## config.mk

```make
export PLATFORM = sky130hd
export DESIGN_NAME = cmc_sad_search
export DESIGN_NICKNAME = d
export VERILOG_FILES = /design/src/rtl/cmc_pkg.sv /design/src/rtl/cmc_sad_tree.sv /design/src/rtl/cmc_sad_search.sv
export SDC_FILE = /design/constraint.sdc
export NUM_CORES = 2
export LEC_CHECK = 0
export CELL_PAD_IN_SITES_DETAIL_PLACEMENT = 1
export CELL_PAD_IN_SITES_GLOBAL_PLACEMENT = 1
export CORE_MARGIN = 1
export CORE_UTILIZATION = 44
export DETAILED_ROUTE_END_ITERATION = 12
export GPL_ROUTABILITY_DRIVEN = 0
export GPL_TIMING_DRIVEN = 0
export PLACE_DENSITY_LB_ADDON = 0.1
export SLEW_MARGIN = 10
export SYNTH_ARGS = -nofsm -noshare
export SYNTH_HDL_FRONTEND = slang
export SYNTH_HIERARCHICAL = 1
export SYNTH_SLANG_ARGS = --single-unit
export TNS_END_PERCENT = 50
```

## constraint.sdc

```tcl
create_clock -name clk -period 7.7 [get_ports clk]
set_input_delay 1.54 -clock clk [delete_from_list [all_inputs] [get_ports clk]]
set_output_delay 1.54 -clock clk [all_outputs]
set_load 0.01 [all_outputs]
```

## src/rtl/cmc_pkg.sv

```systemverilog
// Shared definitions for the CMC SAD search engine.
//   cmc_state_e : search FSM states
//   sat_u       : unsigned saturation of a value to a given bit width
//   idx_w       : clog2 with a minimum of 1 (index/counter widths)
//   packed_w    : width of a lane-packed pixel bus
package cmc_pkg;

  typedef enum logic [1:0] {
    ST_IDLE,
    ST_RUN,
    ST_DRAIN,
    ST_HOLD
  } cmc_state_e;

  function automatic int unsigned idx_w(input int unsigned n);
    return (n > 1) ? $clog2(n) : 1;
  endfunction

  function automatic int unsigned packed_w(input int unsigned lanes,
                                           input int unsigned pix_w);
    return lanes * pix_w;
  endfunction

  // Clamp v to all-ones of width w when it does not fit in w bits.
  function automatic logic [63:0] sat_u(input logic [63:0] v,
                                        input int unsigned w);
    logic [63:0] lim;
    if (w >= 64) return v;
    lim = (64'd1 << w) - 64'd1;
    return (v > lim) ? lim : v;
  endfunction

endpackage

```

## src/rtl/cmc_sad_tree.sv

```systemverilog
// Two-stage SAD datapath: per-lane |cur-ref| register, then a registered
// adder tree over all lanes. A valid bit and an opaque tag ride alongside
// each beat so the consumer knows which beats are real and where they belong.
//   clk, rst_n        : clock, async active-low reset
//   in_valid, in_tag  : beat qualifier and sideband tag
//   cur_pix, ref_pix  : lane-packed pixels, lane i at [i*PIX_W +: PIX_W]
//   sum_valid, sum_tag: qualifier and tag of the registered tree sum
//   sum               : sum of the lane abs-diffs of one beat
module cmc_sad_tree
  import cmc_pkg::*;
#(
  parameter int unsigned PIX_W = 16,
  parameter int unsigned LANES = 16,
  parameter int unsigned TAG_W = 1
) (
  input  logic                                 clk,
  input  logic                                 rst_n,
  input  logic                                 in_valid,
  input  logic [TAG_W-1:0]                     in_tag,
  input  logic [packed_w(LANES, PIX_W)-1:0]    cur_pix,
  input  logic [packed_w(LANES, PIX_W)-1:0]    ref_pix,
  output logic                                 sum_valid,
  output logic [TAG_W-1:0]                     sum_tag,
  output logic [PIX_W+$clog2(LANES)-1:0]       sum
);

  localparam int unsigned SUM_W = PIX_W + $clog2(LANES);

  logic [PIX_W-1:0] diff_d [LANES];
  logic [PIX_W-1:0] diff_q [LANES];
  logic             diff_valid;
  logic [TAG_W-1:0] diff_tag;
  logic [SUM_W-1:0] sum_d;

  always_comb begin
    for (int unsigned i = 0; i < LANES; i++) begin
      diff_d[i] = (cur_pix[i*PIX_W +: PIX_W] >= ref_pix[i*PIX_W +: PIX_W])
                ? cur_pix[i*PIX_W +: PIX_W] - ref_pix[i*PIX_W +: PIX_W]
                : ref_pix[i*PIX_W +: PIX_W] - cur_pix[i*PIX_W +: PIX_W];
    end
  end

  always_comb begin
    sum_d = '0;
    for (int unsigned i = 0; i < LANES; i++) begin
      sum_d = sum_d + SUM_W'(diff_q[i]);
    end
  end

  always_ff @(posedge clk or negedge rst_n) begin
    if (!rst_n) begin
      diff_valid <= 1'b0;
      diff_tag   <= '0;
      for (int unsigned i = 0; i < LANES; i++) diff_q[i] <= '0;
      sum_valid  <= 1'b0;
      sum_tag    <= '0;
      sum        <= '0;
    end else begin
      diff_valid <= in_valid;
      if (in_valid) begin
        diff_tag <= in_tag;
        for (int unsigned i = 0; i < LANES; i++) diff_q[i] <= diff_d[i];
      end
      sum_valid <= diff_valid;
      if (diff_valid) begin
        sum_tag <= diff_tag;
        sum     <= sum_d;
      end
    end
  end

endmodule

```

## src/rtl/cmc_sad_search.sv

```systemverilog
// Pipelined SAD search: streams NUM_CAND candidate blocks of BLOCK_PIX pixels
// in beats of LANES pixel pairs, reports each candidate's saturated SAD and
// returns the minimum over a valid/ready handshake.
//   clk, rst_n                    : clock, async active-low reset
//   start                         : begin a search (IDLE only)
//   in_valid/in_ready             : beat handshake, cur_pix/ref_pix payload
//   cand_valid/cand_sad/cand_idx  : per-candidate result pulse
//   out_valid/out_ready           : search result handshake, best_sad/best_idx
//   busy                          : search in progress (state != IDLE)
module cmc_sad_search
  import cmc_pkg::*;
#(
  parameter int unsigned PIX_W     = 16,
  parameter int unsigned LANES     = 16,
  parameter int unsigned BLOCK_PIX = 64,
  parameter int unsigned NUM_CAND  = 8,
  parameter int unsigned OUT_W     = 16
) (
  input  logic                              clk,
  input  logic                              rst_n,
  input  logic                              start,
  input  logic                              in_valid,
  output logic                              in_ready,
  input  logic [packed_w(LANES, PIX_W)-1:0] cur_pix,
  input  logic [packed_w(LANES, PIX_W)-1:0] ref_pix,
  output logic                              cand_valid,
  output logic [OUT_W-1:0]                  cand_sad,
  output logic [idx_w(NUM_CAND)-1:0]        cand_idx,
  output logic                              out_valid,
  input  logic                              out_ready,
  output logic [OUT_W-1:0]                  best_sad,
  output logic [idx_w(NUM_CAND)-1:0]        best_idx,
  output logic                              busy
);

  localparam int unsigned BEATS  = BLOCK_PIX / LANES;
  localparam int unsigned BEAT_W = idx_w(BEATS);
  localparam int unsigned IDX_W  = idx_w(NUM_CAND);
  localparam int unsigned SUM_W  = PIX_W + $clog2(LANES);
  localparam int unsigned ACC_W  = PIX_W + $clog2(BLOCK_PIX);
  localparam int unsigned TAG_W  = IDX_W + 1;

  cmc_state_e        state;
  logic [BEAT_W-1:0] beat_cnt;
  logic [IDX_W-1:0]  cand_cnt;
  logic [ACC_W-1:0]  acc;

  logic              last_beat;
  logic              last_cand;
  logic [TAG_W-1:0]  beat_tag;

  logic              t_valid;
  logic [TAG_W-1:0]  t_tag;
  logic [SUM_W-1:0]  t_sum;
  logic              t_last;
  logic [IDX_W-1:0]  t_idx;

  logic [ACC_W-1:0]  acc_nxt;
  logic [OUT_W-1:0]  sat_nxt;

  assign last_beat = (beat_cnt == BEAT_W'(BEATS - 1));
  assign last_cand = (cand_cnt == IDX_W'(NUM_CAND - 1));
  // Tag carries "last beat of a candidate" plus the candidate index so the
  // commit stage needs no counters of its own and bubbles cannot skew it.
  assign beat_tag  = {last_beat, cand_cnt};

  cmc_sad_tree #(
    .PIX_W (PIX_W),
    .LANES (LANES),
    .TAG_W (TAG_W)
  ) u_tree (
    .clk       (clk),
    .rst_n     (rst_n),
    .in_valid  (in_valid & in_ready),
    .in_tag    (beat_tag),
    .cur_pix   (cur_pix),
    .ref_pix   (ref_pix),
    .sum_valid (t_valid),
    .sum_tag   (t_tag),
    .sum       (t_sum)
  );

  assign t_last = t_tag[TAG_W-1];
  assign t_idx  = t_tag[IDX_W-1:0];

  always_comb begin
    acc_nxt = acc + ACC_W'(t_sum);
    sat_nxt = OUT_W'(sat_u(64'(acc_nxt), OUT_W));
  end

  always_ff @(posedge clk or negedge rst_n) begin
    if (!rst_n) begin
      state      <= ST_IDLE;
      in_ready   <= 1'b0;
      busy       <= 1'b0;
      out_valid  <= 1'b0;
      cand_valid <= 1'b0;
      cand_sad   <= '0;
      cand_idx   <= '0;
      best_sad   <= '0;
      best_idx   <= '0;
      beat_cnt   <= '0;
      cand_cnt   <= '0;
      acc        <= '0;
    end else begin
      cand_valid <= 1'b0;

      // Accumulate / commit stage, qualified by the tree's valid bit.
      if (t_valid) begin
        if (t_last) begin
          acc        <= '0;
          cand_sad   <= sat_nxt;
          cand_valid <= 1'b1;
          cand_idx   <= t_idx;
          if ((t_idx == '0) || (sat_nxt < best_sad)) begin
            best_sad <= sat_nxt;
            best_idx <= t_idx;
          end
        end else begin
          acc <= acc_nxt;
        end
      end

      unique case (state)
        ST_IDLE: begin
          if (start) begin
            state    <= ST_RUN;
            in_ready <= 1'b1;
            busy     <= 1'b1;
            beat_cnt <= '0;
            cand_cnt <= '0;
          end
        end
        ST_RUN: begin
          if (in_valid) begin
            if (last_beat) begin
              beat_cnt <= '0;
              if (last_cand) begin
                state    <= ST_DRAIN;
                in_ready <= 1'b0;
              end else begin
                cand_cnt <= cand_cnt + 1'b1;
              end
            end else begin
              beat_cnt <= beat_cnt + 1'b1;
            end
          end
        end
        ST_DRAIN: begin
          if (t_valid && t_last && (t_idx == IDX_W'(NUM_CAND - 1))) begin
            state     <= ST_HOLD;
            out_valid <= 1'b1;
          end
        end
        ST_HOLD: begin
          if (out_ready) begin
            state     <= ST_IDLE;
            out_valid <= 1'b0;
            busy      <= 1'b0;
          end
        end
        default: state <= ST_IDLE;
      endcase
    end
  end

endmodule

```

# Word level (Yosys, flattened, before mapping)
# Index checks and enable logic that the tools add are counted.
dict set report word_totals {
  ff_bits 357
  latchBits 0
  mem_bits_rw 0
  mem_bits_ro 0
  n_memories 0
}
dict set report classes {
  n_addsub 50
  multipliers 0
  div_mod_pow 0
  order_cmp 18
  eq_ne 13
  shifts 0
  n_mux 45
  n_bitwise 1
  n_reduce_logical 16
}
# cell n
set op_table {}
lappend op_table {{$sub A16 B16 Y16} 32}
lappend op_table {{$add A20 B16 Y20} 14}
lappend op_table {{$mux W16} 17}
lappend op_table {{$ge A16 B16 Y1} 16}
lappend op_table {{$add A22 B20 Y22} 1}
lappend op_table {{$gt A22 B16 Y1 const B} 1}
lappend op_table {{$mux W22} 1}
lappend op_table {{$mux W2} 9}
lappend op_table {{$add A16 B16 Y17} 1}
lappend op_table {{$lt A16 B16 Y1} 1}
lappend op_table {{$ne A2 B2 Y1 const B} 7}
lappend op_table {{$mux W3} 4}
lappend op_table {{$reduce_and A3 Y1} 4}
lappend op_table {{$reduce_and A5 Y1} 2}
lappend op_table {{$mux W1} 8}
lappend op_table {{$pmux W2 S4} 1}
lappend op_table {{$eq A2 B2 Y1 const B} 3}
lappend op_table {{$eq A3 B3 Y1 const B} 2}
lappend op_table {{$pmux W1 S2} 3}
lappend op_table {{$pmux W3 S2} 1}
lappend op_table {{$reduce_and A6 Y1} 1}
lappend op_table {{$reduce_bool A2 Y1} 3}
lappend op_table {{$pmux W2 S2} 1}
lappend op_table {{$add A3 B1 Y3 const B} 1}
lappend op_table {{8 further kinds} 9}

# Longest topological paths before layout
dict set report logic_depth {
  ltp_word 15
  depth_mapped 24
  mapped_depth_nobuf 24
}

# Hierarchy
# The synthesis kept the hierarchy.
# mod n_inst cells_each area_per_inst_um2 seq_area_each_um2
set modules_own_cells {}
lappend modules_own_cells {cmc_sad_tree 1 5029 40790.4 7156.9}
lappend modules_own_cells {cmc_sad_search 1 475 4495.6 1776.7}

# Worst setup path before layout
# No wires, ideal clock.
dict set report synth_path {
  path_kind {register to register}
  startpoint {register u_tree/diff_q[194] (netlist name)}
  endpoint {register u_tree.sum[16]}
  setup_ns 0.125
  arrival_ns 5.530
  t_required_ns 7.575
  setup_slack_ns 2.046
  stages_incl_launch_ff 23
  period_less_slack_ns 5.654
  path_cell_list {dfrtp_1 inv_1 fa_1 fa_1 inv_1 fa_1 fa_1 fa_1 inv_1 fa_1 inv_1 ha_1 inv_1 fa_1 nor2b_1 o21ai_0 a21boi_0 o21a_1 o22ai_1 o311ai_0 a31oi_1 xnor2_1 mux2_2}
}
dict set report synth_via {
  elab_chain_len 13
}
# element line_no
set synth_lines {}
lappend synth_lines {{start, declared} cmc_sad_tree.sv:30} ;# logic [PIX_W-1:0] diff_q [LANES];
lappend synth_lines {{$add A20 B16 Y20 (13 in series)} cmc_sad_tree.sv:46} ;# sum_d = sum_d + SUM_W'(diff_q[i]);
lappend synth_lines {{end signal, assigned} cmc_sad_tree.sv:67} ;# sum <= sum_d;
lappend synth_lines {{end, declared} cmc_sad_tree.sv:24} ;# output logic [PIX_W+$clog2(LANES)-1:0] sum
# Every way passes these cells.
# A chain may end at the register's enable or synchronous reset.

# Worst setup path in the final report
# Ends and elaborated chain as after synthesis.

==> metrics.txt <==
# TYPE chip_impl_metric gauge
chip_impl_metric{name="hold-worst-slack",unit="ns"} 0.376
chip_impl_metric{name="post-synth-top-area-fraction",unit=""} 0.197
chip_impl_metric{name="number_of_enable_flip_flop_cells_after_synthesis",unit=""} 0
chip_impl_metric{name="vias",unit=""} 42400
chip_impl_metric{name="yosys_warnings",unit=""} 6
chip_impl_metric{name="final_cells",unit=""} 7534
chip_impl_metric{name="drt_iter0_markers",unit=""} 2921
chip_impl_metric{name="num_io_pins",unit=""} 559
chip_impl_metric{name="worst_path_largest_cell_delay",unit="ns"} 0.63
chip_impl_metric{name="tightest_slew",unit="ns"} 1.22
chip_impl_info{name="synth_top_cells_by_area",value="sky130_fd_sc_hd__dfrtp_1, sky130_fd_sc_hd__ha_1, sky130_fd_sc_hd__fa_1, sky130_fd_sc_hd__inv_1, sky130_fd_sc_hd__a21oi_1"} 1
chip_impl_metric{name="floorplan.core_area",unit="µm²"} 102000
chip_impl_metric{name="grt_pass1_wl",unit="mm"} 255
chip_impl_info{name="synth_most_common_cell",value="sky130_fd_sc_hd__inv_1"} 1
chip_impl_metric{name="groute.usage.overall",unit=""} 0.314
chip_impl_metric{name="timing.critical_path.arrival",unit="ns"} 6.96
chip_impl_info{name="start_kind",value="flop"} 1
chip_impl_metric{name="grt_util_met1",unit=""} 0.399
chip_impl_metric{name="setup_total_negative_slack",unit="ns"} 0
chip_impl_metric{name="gr_util_met2",unit=""} 0.551
chip_impl_metric{name="cts-root-to-sink-buffers",unit=""} 3
chip_impl_metric{name="worst_hold_path.num_cells",unit=""} 0
chip_impl_metric{name="post_synth_inst_count",unit=""} 5504
chip_impl_metric{name="die-area",unit="µm²"} 104000
chip_impl_metric{name="floorplan.die.width",unit="µm"} 323
chip_impl_info{name="synthDominantAreaCellType",value="sky130_fd_sc_hd__dfrtp_1"} 1
chip_impl_metric{name="cts.clk_slew.worst_paths",unit="ns"} 0.06
chip_impl_metric{name="sequential_cell_area_in_the_final_layout",unit="µm²"} 8930
chip_impl_info{name="status",value="finished, final reports clean"} 1
chip_impl_metric{name="syn_avg_cell_area",unit="µm²"} 8.23
chip_impl_metric{name="postSynthNetCount",unit=""} 6841
chip_impl_metric{name="final_min_period_over_clock_period",unit=""} 0.844
chip_impl_metric{name="firstDrtPassIters",unit=""} 5
chip_impl_metric{name="cap_violations",unit=""} 0
chip_impl_metric{name="post_synth_arst_share",unit=""} 1.00
chip_impl_metric{name="critPathBufInv",unit=""} 5
chip_impl_metric{name="final_hold_fails",unit=""} 0
chip_impl_metric{name="worst-endpoint-required",unit="ns"} 8.16
chip_impl_info{name="gr_busiest_metal",value="met2"} 1
chip_impl_metric{name="synthDistinctLibCells",unit=""} 92
chip_impl_metric{name="area_delta_synth_final",unit="%"} 19.9
chip_impl_info{name="yosys_most_used_dff",value="sky130_fd_sc_hd__dfrtp_1"} 1
chip_impl_metric{name="final_core_utilization",unit=""} 0.533
chip_impl_metric{name="reg2reg_depth",unit=""} 22
chip_impl_metric{name="buffer_ports.inserted",unit=""} 558
chip_impl_metric{name="cts-buffers-inserted",unit=""} 45
chip_impl_metric{name="cts_setup_buffers",unit=""} 0
chip_impl_metric{name="avgViaCountPerCell",unit=""} 5.63
chip_impl_metric{name="place_inst",unit=""} 7433
chip_impl_metric{name="synth_seq_cells",unit=""} 357
chip_impl_metric{name="multi_input_comb_area",unit="µm²"} 31800
chip_impl_metric{name="drt-wirelength-per-cell",unit="µm"} 22.2
chip_impl_metric{name="clkLatencyLatePin",unit="ns"} 0.59
chip_impl_info{name="cpMaxStageDelayCell",value="sky130_fd_sc_hd__fa_1"} 1
chip_impl_metric{name="grt_pass1_vias",unit=""} 44300
chip_impl_info{name="cts_root_buf",value="sky130_fd_sc_hd__clkbuf_16"} 1
chip_impl_metric{name="layout_min_cycle_time",unit="ns"} 6.50
chip_impl_metric{name="timing.max_slew.rel_slack",unit=""} 0.186
chip_impl_info{name="rr_endpoint",value="u_tree/sum[16]"} 1
chip_impl_metric{name="layout.nets",unit=""} 7449
chip_impl_metric{name="fillerInstances",unit=""} 12400
chip_impl_info{name="tritoncts_clock_tree",value="yes"} 1
chip_impl_info{name="crit-reg2reg-launch",value="u_tree/diff_q[194]"} 1
chip_impl_metric{name="wl",unit="mm"} 167
chip_impl_metric{name="initial_core_util",unit=""} 0.444
chip_impl_info{name="timing.critical_path.mode_cell",value="sky130_fd_sc_hd__fa_1"} 1
chip_impl_metric{name="fp-row-count",unit=""} 117
chip_impl_metric{name="antenna_found_initial",unit=""} 30
chip_impl_info{name="min_path_type",value="reg2reg"} 1
chip_impl_info{name="post_synth_most_frequent_cells",value="sky130_fd_sc_hd__inv_1, sky130_fd_sc_hd__ha_1, sky130_fd_sc_hd__a21oi_1, sky130_fd_sc_hd__nor2_1, sky130_fd_sc_hd__dfrtp_1"} 1
chip_impl_metric{name="ys_seq_area_frac",unit=""} 0.197
chip_impl_info{name="path_delay_family",value="adder cells"} 1
chip_impl_metric{name="synth.cell_area",unit="µm²"} 45300
chip_impl_metric{name="hold_buffers",unit=""} 0
chip_impl_metric{name="finalSetupViolations",unit=""} 0
chip_impl_metric{name="postCtsResizedCells",unit=""} 0
chip_impl_info{name="critical_path.endpoint_type",value="flop"} 1
chip_impl_info{name="unrepaired_setup_endpoints_after_global_routing",value="false"} 1
chip_impl_metric{name="final_report_max_slew_violation_count",unit=""} 0
chip_impl_metric{name="chipHeight",unit="µm"} 323
chip_impl_metric{name="fraction_of_final_layout_cells_sized_beyond_drive_strength_1",unit=""} 0.0395
chip_impl_metric{name="final_antenna_net_count",unit=""} 0
chip_impl_metric{name="clkSinkCount",unit=""} 357
chip_impl_metric{name="max_freq",unit="MHz"} 154
chip_impl_metric{name="dp.final_hpwl",unit="mm"} 140
chip_impl_metric{name="critical_path_peak_fanout",unit=""} 3
chip_impl_metric{name="fin_worst_skew",unit="ns"} 0.0264
chip_impl_info{name="min_from",value="u_tree/diff_valid"} 1
chip_impl_metric{name="grt_overflow",unit=""} 0
chip_impl_info{name="critical_path_class",value="reg2reg"} 1
chip_impl_info{name="path_cells",value="inv_1 > fa_1 > fa_1 > inv_1 > fa_1 > fa_1 > fa_1 > inv_1 > fa_1 > inv_1 > ha_1 > inv_1 > fa_1 > nor2b_1 > o21ai_0 > a21boi_0 > o21a_1 > o22ai_1 > o311ai_0 > a31oi_1 > xnor2_1 > mux2_2"} 1
chip_impl_metric{name="grt_max_degree",unit=""} 107
chip_impl_metric{name="h-tree-depth",unit=""} 2
chip_impl_metric{name="post-route-drc-count",unit=""} 0
chip_impl_info{name="hold_end",value="u_tree/sum_valid"} 1
chip_impl_metric{name="r2r_slack",unit="ns"} 1.20
chip_impl_metric{name="grt_use_met3",unit=""} 0.0351
cell families after synthesis:
family | after synthesis | synth area share
AO/OA/AOI/OAI | 1506 | 0.215
flip-flops | 357 | 0.197
AND/OR/NAND/NOR | 1207 | 0.127
XOR/XNOR | 236 | 0.0456
multiplexers | 201 | 0.0468
adder cells (fa/ha/maj) | 820 | 0.268
buffers and inverters | 1177 | 0.100
layout make-up:
| cell class | instances | area share |
|---|---|---|
| multi-input cells | 3970 | 0.586 |
| clock inverters | 18 | 0.00486 |
| inverters | 966 | 0.0668 |
| well taps | 1368 | 0.0315 |
| repair buffers | 561 | 0.104 |
| clock buffers | 64 | 0.0243 |
| diodes | 19 | 0.000876 |
| flip-flops and latches | 357 | 0.165 |
| plain buffers | 211 | 0.0171 |
registers in the layout (all words and copies together), names as in the netlist, 2 cells and up:
| signal | cells |
|---|---|
| u_tree/diff_q | 256 |
| acc | 22 |
| u_tree/sum | 20 |
| best_sad | 16 |
| cand_sad | 16 |
| u_tree/diff_tag | 4 |
| u_tree/sum_tag | 4 |
| best_idx | 3 |
| cand_cnt | 3 |
| cand_idx | 3 |
| beat_cnt | 2 |
| state | 2 |
metrics by stage:
stage / setup WS [ns] / instance area, µm²
finish: 1.20 / 54300
global route: 0.915 / 54300
CTS: 1.27 / 54300
detailed placement: 1.30 / 52700
global placement: -11.23 / 52600
floorplan: 2.05 / 45300
routing by layer:
metal  vias to the layer above  share of wire
li1                      19900              -
met1                     21200           0.42
met2                      1084           0.50
met3                       252          0.046
met4                        20          0.034
met5                         -        0.00080
placed cells by master, fill, tap and decap left out, types with 82 or more instances in the layout:
cell	netlist	routed
sky130_fd_sc_hd__a21o_1	141	141
sky130_fd_sc_hd__a21oi_1	505	505
sky130_fd_sc_hd__dfrtp_1	357	357
sky130_fd_sc_hd__ha_1	567	567
sky130_fd_sc_hd__nor2_1	424	424
sky130_fd_sc_hd__nor2b_1	82	82
sky130_fd_sc_hd__nand2_1	254	254
sky130_fd_sc_hd__clkdlybuf4s50_1	0	557
sky130_fd_sc_hd__inv_1	966	966
sky130_fd_sc_hd__clkbuf_1	167	175
sky130_fd_sc_hd__nand3_1	87	87
sky130_fd_sc_hd__fa_1	253	253
sky130_fd_sc_hd__xnor2_1	164	164
sky130_fd_sc_hd__a31oi_1	90	90
sky130_fd_sc_hd__o21ai_0	250	250
sky130_fd_sc_hd__mux2i_1	119	119
sky130_fd_sc_hd__nor3_1	102	102
worst max path at each step:
stage	from	slack, ns	cells past startpoint	end
4_1_cts	u_tree/diff_q[194]	1.27	22	u_tree/sum[16]
2_1_floorplan	u_tree/diff_q[194]	2.05	22	u_tree/sum[16]
3_3_place_gp	rst_n	-11.23	1	u_tree/diff_q[189]
3_5_place_dp	u_tree/diff_q[226]	1.30	22	u_tree/sum[16]
5_1_grt	u_tree/diff_q[226]	0.92	22	u_tree/sum[16]
6_report	u_tree/diff_q[194]	1.20	22	u_tree/sum[16]
Power is not shown: default switching activity piles up to over one toggle a cycle in this logic, so the estimate is an artifact.
